File: config.mk
export PLATFORM = sky130hd
export DESIGN_NAME = datapath
export DESIGN_NICKNAME = d
export VERILOG_FILES = /design/src/rtl/datapath.sv
export SDC_FILE = /design/constraint.sdc
export NUM_CORES = 2
export LEC_CHECK = 0
export ABC_AREA = 1
export BUFFER_PORTS_ARGS = -buffer_cell sky130_fd_sc_hd__buf_4
export CAP_MARGIN = 20
export CORE_ASPECT_RATIO = 2
export CORE_MARGIN = 4
export CORE_UTILIZATION = 40
export DETAILED_ROUTE_END_ITERATION = 6
export PLACE_DENSITY = 0.57
export REMOVE_ABC_BUFFERS = 1
export SLEW_MARGIN = 20
export SYNTH_ARGS = -nofsm -noshare
export SYNTH_HDL_FRONTEND = slang
export SYNTH_SLANG_ARGS = --single-unit
export TNS_END_PERCENT = 5
File: constraint.sdc
create_clock -name clk -period 13.2 [get_ports clk]
set_input_delay 1.32 -clock clk [delete_from_list [all_inputs] [get_ports clk]]
set_output_delay 1.32 -clock clk [all_outputs]
set_load 0.005 [all_outputs]
File: src/rtl/datapath.sv
// -----------------------------------------------------------------------------
// datapath
// Serial-load matrix multiply engine: R = W x X, with matrices up to
// MAX_DIM x MAX_DIM of unsigned DATA_W-bit elements.
// W is streamed in one element per clock, then X, both row-major. After one
// compute edge, R is streamed out row-major on res, one element per clock.
// There is no handshake; the producer is cycle-aligned to the load sequence.
//
// Ports
//   res        out RES_W   serial result element (registered, 0 outside UNLOAD)
//   data_in    in  DATA_W  serial matrix element input
//   clk        in  1       clock, all state updates on posedge
//   clear_mem  in  1       synchronous active-high reset
//   row_w      in  DIM_W   rows of W
//   row_x      in  DIM_W   rows of X
//   col_w      in  DIM_W   cols of W (inner dimension)
//   col_x      in  DIM_W   cols of X
// -----------------------------------------------------------------------------
module datapath #(
  parameter int DATA_W = 4,
  parameter int DIM_W  = 2,
  parameter int RES_W  = 10
) (
  output logic [RES_W-1:0]  res,
  input  logic [DATA_W-1:0] data_in,
  input  logic              clk,
  input  logic              clear_mem,
  input  logic [DIM_W-1:0]  row_w,
  input  logic [DIM_W-1:0]  row_x,
  input  logic [DIM_W-1:0]  col_w,
  input  logic [DIM_W-1:0]  col_x
);

  localparam int MAX_DIM = (1 << DIM_W) - 1;

  typedef enum logic [2:0] {
    LOAD_W  = 3'd0,
    LOAD_X  = 3'd1,
    COMPUTE = 3'd2,
    UNLOAD  = 3'd3,
    DONE    = 3'd4
  } state_t;

  // One product term, zero-extended to the result width. The full-width sum
  // of up to MAX_DIM such terms cannot wrap for the configured widths.
  function automatic logic [RES_W-1:0] mac_term(input logic [DATA_W-1:0] a,
                                                input logic [DATA_W-1:0] b);
    logic [2*DATA_W-1:0] p;
    p = a * b;
    return RES_W'(p);
  endfunction

  // Row-major index walk over a rows x cols grid.
  // Returns {last, next_i, next_j}; wraps to (0,0) after the final element.
  function automatic logic [2*DIM_W:0] next_idx(input logic [DIM_W-1:0] i,
                                                input logic [DIM_W-1:0] j,
                                                input logic [DIM_W-1:0] rows,
                                                input logic [DIM_W-1:0] cols);
    if (j == cols - DIM_W'(1)) begin
      if (i == rows - DIM_W'(1)) begin
        return {1'b1, DIM_W'(0), DIM_W'(0)};
      end
      return {1'b0, i + DIM_W'(1), DIM_W'(0)};
    end
    return {1'b0, i, j + DIM_W'(1)};
  endfunction

  // State and storage
  state_t              state_q, state_d;
  logic [DIM_W-1:0]    i_q, i_d;
  logic [DIM_W-1:0]    j_q, j_d;
  logic                dim_vld_q, dim_vld_d;
  logic [DIM_W-1:0]    rw_q, rw_d, cw_q, cw_d, rx_q, rx_d, cx_q, cx_d;
  logic [DATA_W-1:0]   w_q [MAX_DIM][MAX_DIM];
  logic [DATA_W-1:0]   w_d [MAX_DIM][MAX_DIM];
  logic [DATA_W-1:0]   x_q [MAX_DIM][MAX_DIM];
  logic [DATA_W-1:0]   x_d [MAX_DIM][MAX_DIM];
  logic [RES_W-1:0]    r_q [MAX_DIM][MAX_DIM];
  logic [RES_W-1:0]    r_d [MAX_DIM][MAX_DIM];
  logic [RES_W-1:0]    res_q, res_d;

  // Working signals
  logic [DIM_W-1:0]    rw, cw, rx, cx;
  logic                nw_zero, nx_zero, nr_zero;
  state_t              eff_state;
  logic [2*DIM_W:0]    step;
  logic [RES_W-1:0]    acc;

  assign res = res_q;

  always_comb begin
    state_d   = state_q;
    i_d       = i_q;
    j_d       = j_q;
    dim_vld_d = 1'b1;
    rw_d      = rw_q;
    cw_d      = cw_q;
    rx_d      = rx_q;
    cx_d      = cx_q;
    w_d       = w_q;
    x_d       = x_q;
    r_d       = r_q;
    res_d     = '0;
    step      = '0;
    acc       = '0;

    // The first edge after reset uses the live dimension inputs and latches
    // them; every later edge of the sequence uses the latched copy.
    if (dim_vld_q) begin
      rw = rw_q;
      cw = cw_q;
      rx = rx_q;
      cx = cx_q;
    end else begin
      rw   = row_w;
      cw   = col_w;
      rx   = row_x;
      cx   = col_x;
      rw_d = row_w;
      cw_d = col_w;
      rx_d = row_x;
      cx_d = col_x;
    end

    nw_zero = (rw == '0) || (cw == '0);
    nx_zero = (rx == '0) || (cx == '0);
    nr_zero = (rw == '0) || (cx == '0);

    // Empty load phases are skipped without spending an edge: the edge is
    // handled by whichever phase comes next.
    eff_state = state_q;
    if (eff_state == LOAD_W && nw_zero) eff_state = LOAD_X;
    if (eff_state == LOAD_X && nx_zero) eff_state = COMPUTE;

    unique case (eff_state)
      LOAD_W: begin
        w_d[i_q][j_q] = data_in;
        step = next_idx(i_q, j_q, rw, cw);
        {i_d, j_d} = step[2*DIM_W-1:0];
        if (step[2*DIM_W]) state_d = LOAD_X;
        else               state_d = LOAD_W;
      end
      LOAD_X: begin
        x_d[i_q][j_q] = data_in;
        step = next_idx(i_q, j_q, rx, cx);
        {i_d, j_d} = step[2*DIM_W-1:0];
        state_d = step[2*DIM_W] ? COMPUTE : LOAD_X;
      end
      COMPUTE: begin
        // X rows at or beyond rx were never loaded and contribute 0 when the
        // inner dimensions disagree.
        for (int ii = 0; ii < MAX_DIM; ii++) begin
          for (int jj = 0; jj < MAX_DIM; jj++) begin
            acc = '0;
            for (int kk = 0; kk < MAX_DIM; kk++) begin
              if (DIM_W'(kk) < cw && DIM_W'(kk) < rx) begin
                acc = acc + mac_term(w_q[ii][kk], x_q[kk][jj]);
              end
            end
            r_d[ii][jj] = acc;
          end
        end
        i_d     = '0;
        j_d     = '0;
        state_d = nr_zero ? DONE : UNLOAD;
      end
      UNLOAD: begin
        res_d = r_q[i_q][j_q];
        step  = next_idx(i_q, j_q, rw, cx);
        {i_d, j_d} = step[2*DIM_W-1:0];
        state_d = step[2*DIM_W] ? DONE : UNLOAD;
      end
      default: begin
        state_d = DONE;
      end
    endcase
  end

  always_ff @(posedge clk) begin
    if (clear_mem) begin
      state_q   <= LOAD_W;
      i_q       <= '0;
      j_q       <= '0;
      dim_vld_q <= 1'b0;
      rw_q      <= '0;
      cw_q      <= '0;
      rx_q      <= '0;
      cx_q      <= '0;
      w_q       <= '{default: '0};
      x_q       <= '{default: '0};
      r_q       <= '{default: '0};
      res_q     <= '0;
    end else begin
      state_q   <= state_d;
      i_q       <= i_d;
      j_q       <= j_d;
      dim_vld_q <= dim_vld_d;
      rw_q      <= rw_d;
      cw_q      <= cw_d;
      rx_q      <= rx_d;
      cx_q      <= cx_d;
      w_q       <= w_d;
      x_q       <= x_d;
      r_q       <= r_d;
      res_q     <= res_d;
    end
  end

endmodule

==> results.toml <==
[logic_synthesis]
synth_seq_area_share = 0.132
ys.flop_type = "dfxtp_1"
synth_area_mm2 = 0.0286
synthArstFlopShare = 0
synthCells = 4479
synth_edf_count = 0
synthTopCellsByArea = "ha_1 19%, nand2_1 17%, fa_1 14%"
yosys_warnings = 0
synth_top_area_share = 0.190
synthDistinctLibCells = 33
syn_avg_cell_area_um2 = 6.38
yosysTopAreaCell = "ha_1"
ys_seq_elements = 188

[place]
gp_congestion = 0.912
dp_hpwl_um = 78900
numPortBuffers = 23

[run]
drv_cap = 0

[worst_setup_path]
cpPeakStageDelay_ns = 0.63
worstPathArrival_ns = 7.21
cp.required_ns = 13.62
end_kind = "flip-flop"
crit_family = "adder cells"
critPathBufInv = 8
cp_slowest_cell = "inv_2"
cpMostUsedCell = "nand2_1"
critPathKind = "in2reg"
path_max_fanout = 39
critPathLaunchType = "input port"

[power_and_ir_drop]
vdd_drop_max_mv = 0.102
p_per_area_mw_per_mm2 = 66.1
power.total_w = 0.00198
p_leak_nw = 18.7

[drt]
drt-initial-drc-count = 1317
drc = 0
ant_nets = 0
vias = 27403
vias_per_cell = 5.18
wirelength_um = 98900
wl_per_cell_um = 18.7
drt_first_pass_iters = 6

[floorplanning]
start_util = 0.404
die_w_um = 197
ios = 24
core_mm2 = 0.0708
die_h_um = 386
die_area_mm2 = 0.0761
rows = 138

[timing]
setup_violations = 0
worst_pin_slew_ns = 1.14
rsz0062_at_grt = "no"
max_freq_mhz = 147
slew_headroom = 0.241
fin_worst_skew_ns = 0.0239
tns_ns = 0
final_hold_viol_count = 0
slew_violations = 0
min_period_ns = 6.79
period_share = 0.514

[clocking]
htree_num_levels = 4
clockBufferDepth = 2
clkTransAtPathRegs_ns = 0.08
hold_buffers = 0
clock_latency_ns = 0.50
numCtsBuffers = 17
post_cts_resize_count = 0
root_buffer = "clkbuf_16"
post_cts_buffers = 0
cts.sink_count = 188
cts_tree = "yes"

[global_route]
grt_antenna_before_repair = 1
grt_pass1_vias = 28225
grt_overflow = 0
grt_pass1_wl_um = 154000
grt_start_max_net_pins = 94
grt_usage = 0.263

[final_layout]
mostFrequentLayoutCell = "nand2_1"
finish.net_count = 5013
final_cell_mix = "1291 x nand2_1, 961 x inv_1, 435 x ha_1"
diodes = 0
fillers = 7758
synthToLayoutAreaGrowth_pct = 4.94
drive_gt1_frac = 0.0244

[status]
outcome = "finished, final reports clean"

[worst_hold_path]
min-delay-path-class = "reg2reg"
==> area by class of cell <==
cell class,count,area (um2),share of cell area
Tap cell,910,1140,0.0379
Multi-Input combinational cell,3140,20500,0.682
Clock buffer,18,439,0.0146
Clock inverter,13,169,0.00563
Timing Repair Buffer,52,390,0.0130
Inverter,967,3630,0.121
Sequential cell,188,3760,0.125
==> power breakdown <==
part / total [W] / internal (W) / switching, W / leakage, nW
sequential: 0.000767 / 0.000648 / 0.000119 / 1.53
clock: 0.000575 / 0.000292 / 0.000283 / 0.298
combinational: 0.000641 / 0.000169 / 0.000472 / 16.8
total: 0.00198 / 0.00111 / 0.000873 / 18.7
==> cells by family after synthesis <==
logic type / after synthesis / synth area share
and+or+nand+nor: 1924 / 0.273
buffers and inverters: 1151 / 0.153
adders and majority gates: 633 / 0.329
AOI/OAI and AO/OA: 529 / 0.0964
DFF: 188 / 0.132
xor gates and xnor gates: 52 / 0.0159
muxes: 2 / 0.000700
==> routing by layer <==
layer / routed length, um / track usage
met1: 32800 / 0.245
met2: 53400 / 0.512
met3: 2570 / 0.0179
met4: 10100 / 0.219
met5: 0 / 0
==> Yosys cell counts (10+ instances only) <==
| cell | n |
|---|---|
| a21oi_1 | 234 |
| a31oi_1 | 29 |
| buf_2 | 25 |
| clkbuf_1 | 145 |
| dfxtp_1 | 188 |
| fa_1 | 198 |
| ha_1 | 435 |
| inv_1 | 963 |
| nand2_1 | 1294 |
| nand3_1 | 282 |
| nand3b_1 | 11 |
| nand4_1 | 54 |
| nor2_1 | 252 |
| nor3_1 | 15 |
| o21ai_0 | 216 |
| o21ai_1 | 19 |
| o22ai_1 | 10 |
| xnor2_1 | 18 |
| xor2_1 | 34 |
==> worst register-to-register path, stage by stage (launching register included) <==
cell	delay [ns]
dfxtp_1	0.73
nand2_1	0.11
o21ai_1	0.24
inv_1	0.11
ha_1	0.21
inv_1	0.07
nand2_1	0.05
buf_4	0.28
inv_2	0.64
buf_4	0.48
nand2_1	0.13
fa_1	0.51
fa_1	0.49
o21ai_0	0.58
fa_1	0.59
fa_1	0.49
nand3_1	0.11
nand2_1	0.11
nand2_1	0.08
nand2_1	0.07
nand2_1	0.06
nand2_1	0.05
o21ai_0	0.18
inv_1	0.06
a21oi_1	0.13
==> registers in the layout (all words and copies together) (netlist names) <==
name / count
j_q: 2
res: 10
cw_q: 2
cx_q: 2
dim_vld_q: 1
r_q: 90
state_q: 3
rw_q: 2
rx_q: 2
w_q: 36
i_q: 2
x_q: 36
==> through the flow <==
stage / utilization / setup slack (ns) / cells / hold slack [ns] / area (um2)
after floorplan: - / 6.30 / 4295 / 0.436 / 27800
after global placement: 0.415 / 6.00 / 5257 / 0.457 / 29400
after detailed placement: 0.415 / 5.96 / 5257 / 0.460 / 29400
after CTS: 0.424 / 6.47 / 5288 / 0.473 / 30000
after global routing: 0.424 / 5.95 / 5288 / 0.509 / 30000
final: 0.424 / 6.41 / 5288 / 0.473 / 30000
==> path summary, 6_finish.rpt <==
| check | start | to | slack [ns] | depth (start not counted) |
|---|---|---|---|---|
| setup reg to reg | dim_vld_q | r_q[17] | 6.58 | 24 |
| setup / recovery | col_w[1] | r_q[17] | 6.41 | 25 |
| hold reg to reg | r_q[68] | r_q[68] | 0.47 | 2 |
| hold / removal | r_q[68] | r_q[68] | 0.47 | 2 |
Note: power is estimated with default switching activity, not from simulation.
